`config.mk`:
```
export PLATFORM = sky130hd
export DESIGN_NAME = lin_tx_frame_feeder
export DESIGN_NICKNAME = d
export VERILOG_FILES = /design/src/rtl/lin_tx_frame_feeder.sv
export SDC_FILE = /design/constraint.sdc
export NUM_CORES = 1
export LEC_CHECK = 0
export BUFFER_PORTS_ARGS = -buffer_cell sky130_fd_sc_hd__buf_2
export CAP_MARGIN = 20
export CELL_PAD_IN_SITES_DETAIL_PLACEMENT = 0
export CELL_PAD_IN_SITES_GLOBAL_PLACEMENT = 2
export CORE_ASPECT_RATIO = 0.6
export CORE_MARGIN = 5
export CORE_UTILIZATION = 45
export DETAILED_ROUTE_END_ITERATION = 8
export GPL_ROUTABILITY_DRIVEN = 0
export PLACE_DENSITY = 0.76
export SETUP_SLACK_MARGIN = 0.02
export SKIP_CTS_REPAIR_TIMING = 1
export SLEW_MARGIN = 10
export SYNTH_ARGS = -nofsm -noshare
export SYNTH_HDL_FRONTEND = slang
export SYNTH_SLANG_ARGS = --single-unit
export TNS_END_PERCENT = 30
```
`constraint.sdc`:
```
create_clock -name pclk -period 5.3 [get_ports pclk]
set_clock_uncertainty 0.1 [all_clocks]
set_input_delay 1.06 -clock pclk [delete_from_list [all_inputs] [get_ports pclk]]
set_output_delay 1.06 -clock pclk [all_outputs]
set_load 0.01 [all_outputs]
```
`src/rtl/lin_tx_frame_feeder.sv`:
```
// rtl/lin_tx_frame_feeder.sv - 16x32 TX memory feeding LIN frames (data + checksum) to a byte serializer.
// Optional macro LIN_ENHANCED_CKSUM_EN adds pid_i and seeds the checksum with it (LIN 2.x enhanced).
module lin_tx_frame_feeder #(
  parameter int data_width     = 32,
  parameter int mem_addr_width = 4
) (
  input  logic                      pclk,
  input  logic                      preset_i,
  input  logic                      tx_mem_we,
  input  logic [mem_addr_width-1:0] tx_addr,
  input  logic [data_width-1:0]     tx_mem_data,
  input  logic                      start_i,
  input  logic [2:0]                slot_i,
  input  logic [3:0]                dlc_i,
`ifdef LIN_ENHANCED_CKSUM_EN
  input  logic [7:0]                pid_i,
`endif
  output logic [7:0]                byte_o,
  output logic                      byte_valid_o,
  input  logic                      byte_ready_i,
  output logic                      busy_o,
  output logic                      done_o,
  output logic                      err_o,
  output logic [7:0]                cksum_o
);

  localparam int depth = 1 << mem_addr_width;

  typedef enum logic [1:0] {IDLE, LOAD, SEND_DATA, SEND_CKSUM} state_t;

  state_t                  state_q, state_d;
  logic [data_width-1:0]   mem_q [depth];
  logic [data_width-1:0]   mem_d [depth];
  logic [2:0]              slot_q, slot_d;
  logic [3:0]              dlc_q, dlc_d;
  logic [2*data_width-1:0] shadow_q, shadow_d;
  logic [2:0]              cnt_q, cnt_d;
  logic [7:0]              sum_q, sum_d;
  logic [7:0]              cksum_q, cksum_d;
  logic                    done_q, done_d;
  logic                    err_q, err_d;

  logic [mem_addr_width-1:0] addr0, addr1;
  logic [7:0]                cur_byte;
  logic [8:0]                sum_add;
  logic [7:0]                sum_wrap;
  logic [7:0]                sum_init;
  logic                      last_byte;

`ifdef LIN_ENHANCED_CKSUM_EN
  assign sum_init = pid_i;
`else
  assign sum_init = 8'h00;
`endif

  assign addr0     = mem_addr_width'({slot_q, 1'b0});
  assign addr1     = mem_addr_width'({slot_q, 1'b1});
  assign cur_byte  = shadow_q[{cnt_q, 3'b000} +: 8];
  // LIN checksum: 8-bit add with the carry folded back in
  assign sum_add   = {1'b0, sum_q} + {1'b0, cur_byte};
  assign sum_wrap  = sum_add[7:0] + {7'b0, sum_add[8]};
  assign last_byte = (cnt_q == 3'(dlc_q - 4'd1));

  always_comb begin
    state_d      = state_q;
    mem_d        = mem_q;
    slot_d       = slot_q;
    dlc_d        = dlc_q;
    shadow_d     = shadow_q;
    cnt_d        = cnt_q;
    sum_d        = sum_q;
    cksum_d      = cksum_q;
    done_d       = 1'b0;
    err_d        = 1'b0;
    byte_o       = 8'h00;
    byte_valid_o = 1'b0;

    if (tx_mem_we) mem_d[tx_addr] = tx_mem_data;

    case (state_q)
      IDLE: begin
        if (start_i) begin
          if (dlc_i != 4'd0 && dlc_i <= 4'd8) begin
            slot_d  = slot_i;
            dlc_d   = dlc_i;
            sum_d   = sum_init;
            state_d = LOAD;
          end else begin
            err_d = 1'b1;
          end
        end
      end
      LOAD: begin
        // Snapshot uses the pre-write array, so a same-cycle write is not seen
        shadow_d = {mem_q[addr1], mem_q[addr0]};
        cnt_d    = 3'd0;
        state_d  = SEND_DATA;
      end
      SEND_DATA: begin
        byte_valid_o = 1'b1;
        byte_o       = cur_byte;
        if (byte_ready_i) begin
          sum_d = sum_wrap;
          cnt_d = cnt_q + 3'd1;
          if (last_byte) state_d = SEND_CKSUM;
        end
      end
      SEND_CKSUM: begin
        byte_valid_o = 1'b1;
        byte_o       = ~sum_q;
        if (byte_ready_i) begin
          cksum_d = ~sum_q;
          done_d  = 1'b1;
          state_d = IDLE;
        end
      end
      default: state_d = IDLE;
    endcase
  end

  always_ff @(posedge pclk or negedge preset_i) begin
    if (!preset_i) begin
      state_q  <= IDLE;
      mem_q    <= '{default: '0};
      slot_q   <= '0;
      dlc_q    <= '0;
      shadow_q <= '0;
      cnt_q    <= '0;
      sum_q    <= '0;
      cksum_q  <= '0;
      done_q   <= 1'b0;
      err_q    <= 1'b0;
    end else begin
      state_q  <= state_d;
      mem_q    <= mem_d;
      slot_q   <= slot_d;
      dlc_q    <= dlc_d;
      shadow_q <= shadow_d;
      cnt_q    <= cnt_d;
      sum_q    <= sum_d;
      cksum_q  <= cksum_d;
      done_q   <= done_d;
      err_q    <= err_d;
    end
  end

  assign busy_o  = (state_q != IDLE);
  assign done_o  = done_q;
  assign err_o   = err_q;
  assign cksum_o = cksum_q;

endmodule

```
* Word level (Yosys, flattened, before mapping)
Cells that the tools add are included.
** Cells by class
- Add/subtract/negate cells :: 4
- Magnitude comparators :: 5
- Eq/ne operators :: 9
- Shift operators :: 1
- Multiplexer cells :: 28
- Bitwise logic cells :: 4
- Reduce and logical (&&, ||, !) cells :: 13
** Operators with widths (count)
- 512-bit bitwise mux :: 1
- 32-bit binary-select mux with 4-bit select :: 2
- 32-bit 2-to-1 mux :: 5
- 32-bit demux with 4-bit select :: 1
- 64-bit by 7-bit indexed part select with 8-bit output :: 1
- 8-bit one-hot mux with 2 select lines :: 2
- 8-bit 2-to-1 mux :: 3
- 5-bit greater-or-equal comparator (second input constant) :: 3
- 4-bit NOT with 5-bit output :: 3
- 2-bit 2-to-1 mux :: 5
- 2-bit != test (second input constant) :: 5
- 8-bit by 8-bit adder with 9-bit output :: 1
- 8-bit by 1-bit adder with 8-bit output :: 1
- 8-bit NOT :: 1
- 2-bit one-hot mux with 4 select lines :: 1
- 1-bit 2-to-1 mux :: 6
- 3-bit one-hot mux with 2 select lines :: 1
- 2-bit nonzero test :: 3
- 5-bit by 1-bit < comparator with 1-bit output (second input constant) :: 1
- 5-bit AND reduction :: 1
- 2-bit equality test (second input constant) :: 2
- 4-bit less-or-equal comparator (second input constant) :: 1
- 2-bit AND reduction :: 2
- 4-bit AND reduction :: 1
- other kinds (10) :: 11
** Word-level totals
- Register bits after elaboration :: 605
- Input port bits :: 48
- Output and inout port bits :: 20
- Word-level logic and storage cells :: 89

* Longest topological paths before layout
- Depth after elaboration :: 6
- Depth in mapped cells :: 17
- Depth with buffers taken out :: 15

* Least setup slack after synthesis
OpenSTA, ideal clock, no wires.
- Path kind :: reg-to-reg
- From :: register cnt_q[1]
- To :: register sum_q[6]
- Setup time :: 87 ps
- Arrival time :: 3857 ps
- Slack :: 1256 ps
- Cell stages (with the launch flop) :: 18
- Period minus slack after synthesis :: 4044 ps
- Cells stage by stage :: dfrtp_1 clkbuf_1 buf_2 mux4_2 mux2_2 ha_1 fa_1 a211oi_1 o21bai_1 a21oi_1 nor2b_1 o21ai_0 nand2b_1 ha_1 ha_1 and3_2 a311o_1 o211ai_1
** Between the ends
- Word-level cells in the longest chain between the ends :: 5
** RTL lines
- from (decl) :: RTL line 37 : logic [2:0] cnt_q, cnt_d;
- from (signal assigned) :: RTL line 139 : cnt_q <= cnt_d;
- 64-bit by 7-bit indexed part select with 8-bit output :: RTL line 58 : assign cur_byte = shadow_q[{cnt_q, 3'b000} +: 8];
- 8-bit by 8-bit adder with 9-bit output :: RTL line 60 : assign sum_add = {1'b0, sum_q} + {1'b0, cur_byte};
- 8-bit by 1-bit adder with 8-bit output :: RTL line 61 : assign sum_wrap = sum_add[7:0] + {7'b0, sum_add[8]};
- 8-bit 2-to-1 mux :: RTL line 102 : if (byte_ready_i) begin
- 8-bit one-hot mux with 2 select lines :: RTL line 80 : case (state_q)
- to (signal assigned) :: RTL line 140 : sum_q <= sum_d;
- to (decl) :: RTL line 38 : logic [7:0] sum_q, sum_d;
No other way between the ends. The select of a mux whose other input is x is not followed.
A chain may end at the register's enable or synchronous reset.

* Worst setup path in the final report
- From :: register cnt_q[0]
- To :: register sum_q[6]
The elaborated chain is that of the path after synthesis.

==> flow_summary.ini <==
[outcome]
status = completed

[critical_path]
crit_path_end_kind = register
crit_family = compound AO/OA/AOI/OAI gates
crit_path_frequent_cell = ha_1
start_kind = register
reg2reg_setup_slack_ns = 1.07
crit_slowest_cell = mux4_2
worstSetupPathType = reg -> reg
cp_cell_sequence = buf_4, mux4_2, mux2_2, fa_1, a211oi_1, o21bai_1, a21oi_1, nor2b_1, o21ai_0, nand2b_1, ha_1, ha_1, and3_2, a311o_1, o211ai_1
slowest_delay_ns = 0.55
required_ns = 5.73
crit_arrival_ns = 4.66
crit_buf_inv = 1
crit_fanout = 18

[sta]
slew_violations = 0
rsz0062_at_grt = false
tightest_slew_ns = 1.06
period_needed_ns = 4.23
max_freq_mhz = 236
relSlewSlack = 0.294
tns_ns = 0
post-route-period-util = 0.799
setup_violations = 0
finalHoldViolCount = 0

[floorplan]
coreArea_mm2 = 0.0596
dieArea_mm2 = 0.0657
ios = 68
rows = 69
fp.dieH_um = 200
start_util = 0.457
dieWidth_um = 327

[synthesis]
netlist_area_mm2 = 0.0272
yosysSeqAreaShare = 0.556
synth.avg_cell_area_um2 = 15.2
yosysTopAreaCell = dfrtp_1
synth.area.top_cells = dfrtp_1 56%, mux2_2 21%, mux4_2 12%
ys_types = 43
synth_cells = 1790
synth_nets = 1856
synth_top_area_share = 0.556
synth_seq_cells = 605
yosys_warnings = 0

[pwr]
clock_power_share = 0.248
p_per_area_mw_per_mm2 = 550
p_leak_nw = 13.0
swShare = 0.333
p_comb_frac = 0.341
peakVddDrop_mv = 0.286
intPower_w = 0.0111
p_switching_w = 0.00555
seqPwrFrac = 0.411

[final_layout]
final_cell_area_mm2 = 0.0303
layout_commonest_cell = dfrtp_1
final_nets = 1872
drive_gt1_frac = 0.475
syn2layout_area_growth_pct = 11.4
layout_common_cells = 602 x dfrtp_1, 514 x mux2_2, 144 x mux4_2

[drt]
via_count = 15300
avgViaCountPerCell = 5.81
post_drt_wl_per_cell_um = 26.1
drc_errors = 0
final_antenna_net_count = 0
firstDrtPassIters = 4
drt_iter0_drc = 1044
totalWireLength_um = 68800

[clock_network]
htree_levels = 2
cts_tree = done
clkSinkCount = 605
clk_path_buf_depth = 3
cts_made_buffers = 56
cts_root_buffer = clkbuf_16
insertion_delay_ns = 0.62
path_clk_slew_ns = 0.06

[grt]
antenna_found_initial = 4
grt_pass1_wl_um = 106000
grt_overflow = 0
grt_start_max_net_pins = 123
grt.total_usage = 0.213
grt_pass1_vias = 16200

[place]
portBuffers = 67
dp_hpwl_um = 44000
postPlaceCellArea_mm2 = 0.0285

[run]
drv_cap = 0

[min_path]
hold_class = in -> async
==> power by group through the flow <==
| stage | logic [W] | registers (W) | clock network (W) |
|---|---|---|---|
| global route | 0.00619 | 0.00702 | 0.00444 |
| global placement | 0.00566 | 0.00688 | 0 |
| CTS | 0.00575 | 0.00686 | 0.00425 |
| finish | 0.00569 | 0.00686 | 0.00413 |
| floorplan | 0.00432 | 0.00638 | 0 |
| detailed placement | 0.00573 | 0.00694 | 0 |
==> final cells by class <==
| class | count | area, µm² |
|---|---|---|
| flip-flops and latches | 605 | 15200 |
| fillers | 5011 | 29300 |
| repair buffers | 105 | 756 |
| multi-input cells | 1030 | 11500 |
| inverters | 8 | 30.0 |
| well taps | 781 | 977 |
| clock inverters | 23 | 233 |
| clock buffers | 82 | 1630 |
| diodes | 1 | 2.50 |
==> registers in the layout, indices dropped and copies added, names as in the netlist <==
| name | cells |
|---|---|
| done_o | 1 |
| slot_q | 3 |
| err_o | 1 |
| sum_q | 8 |
| state_q | 2 |
| mem_q | 512 |
| dlc_q | 3 |
| cksum_o | 8 |
| shadow_q | 64 |
| cnt_q | 3 |
==> metal layers <==
layer  global-route usage  vias up  wire, µm
met3               0.0398      100      3470
met4               0.0442        2      1210
met1                0.346     8272     35300
li1                     -     6623         -
met2                0.298      310     28800
met5                    0        -        13
==> cell families after synthesis <==
group                      Yosys count  share of synthesized area
xor gates and xnor gates            17                    0.00575
and+or+nand+nor                    146                     0.0234
DFF                                605                      0.556
buffers and inverters              155                     0.0231
adders and majority gates           18                    0.00855
AOI/OAI and AO/OA                  116                     0.0230
muxes                              733                      0.360
==> worst register-to-register path: cells and delay by family (launching register included) <==
family	cells	cell delay, ns
AND/OR/NAND/NOR	3	0.35
multiplexers	2	0.89
adder cells (fa/ha/maj)	3	0.85
AO/OA/AOI/OAI	6	1.20
buffers and inverters	1	0.34
flip-flops	1	0.41
==> worst paths after layout <==
| path | startpoint | to | depth (start not counted) |
|---|---|---|---|
| worst min-delay path | preset_i | mem_q[303]$_DFFE_PN0P_ | 1 |
| worst max-delay path | cnt_q[0]$_DFFE_PN0P_ | sum_q[6]$_DFFE_PN0P_ | 15 |
| worst min register to register | cksum_o[7]$_DFFE_PN0P_ | cksum_o[7]$_DFFE_PN0P_ | 2 |
| min in group pclk | cksum_o[7]$_DFFE_PN0P_ | cksum_o[7]$_DFFE_PN0P_ | 2 |
| max in group asynchronous | preset_i | mem_q[414]$_DFFE_PN0P_ | 3 |
| worst max register to register | cnt_q[0]$_DFFE_PN0P_ | sum_q[6]$_DFFE_PN0P_ | 15 |
==> Yosys cell counts, drive strengths merged <==
master and n:
mux4 144, a22o 2, a311o 1, or3 3
xor2 8, nor2 77, inv 8, a221oi 1
nand4 2, o21ai 31, nand3 4, nand3b 2
mux2 525, dfrtp 605, o31ai 1, ha 17
o211ai 1, or4 1, nor3b 2, a21oi 70
a32o 1, o21bai 1, nand2b 10, buf 43
and3 4, o21a 1, fa 1, or2 2
nand2 37, xnor2 9, a211oi 2, clkbuf 104
nor3 1, mux2i 64, a21o 3, o22ai 1
nor2b 1
==> stage by stage <==
| step | setup WS [ns] | total power [W] | std cells | hold slack [ns] | util |
|---|---|---|---|---|---|
| floorplan | 1.26 | 0.0107 | 1790 | 0.353 | - |
| global placement | 1.08 | 0.0125 | 2529 | 0.360 | 0.478 |
| detailed placement | 1.07 | 0.0127 | 2529 | 0.369 | 0.478 |
| CTS | 1.05 | 0.0169 | 2634 | 0.383 | 0.509 |
| global route | 0.755 | 0.0177 | 2635 | 0.405 | 0.509 |
| finish | 1.07 | 0.0167 | 2635 | 0.372 | 0.509 |
No activity file was read; power rests on OpenSTA's default activity.
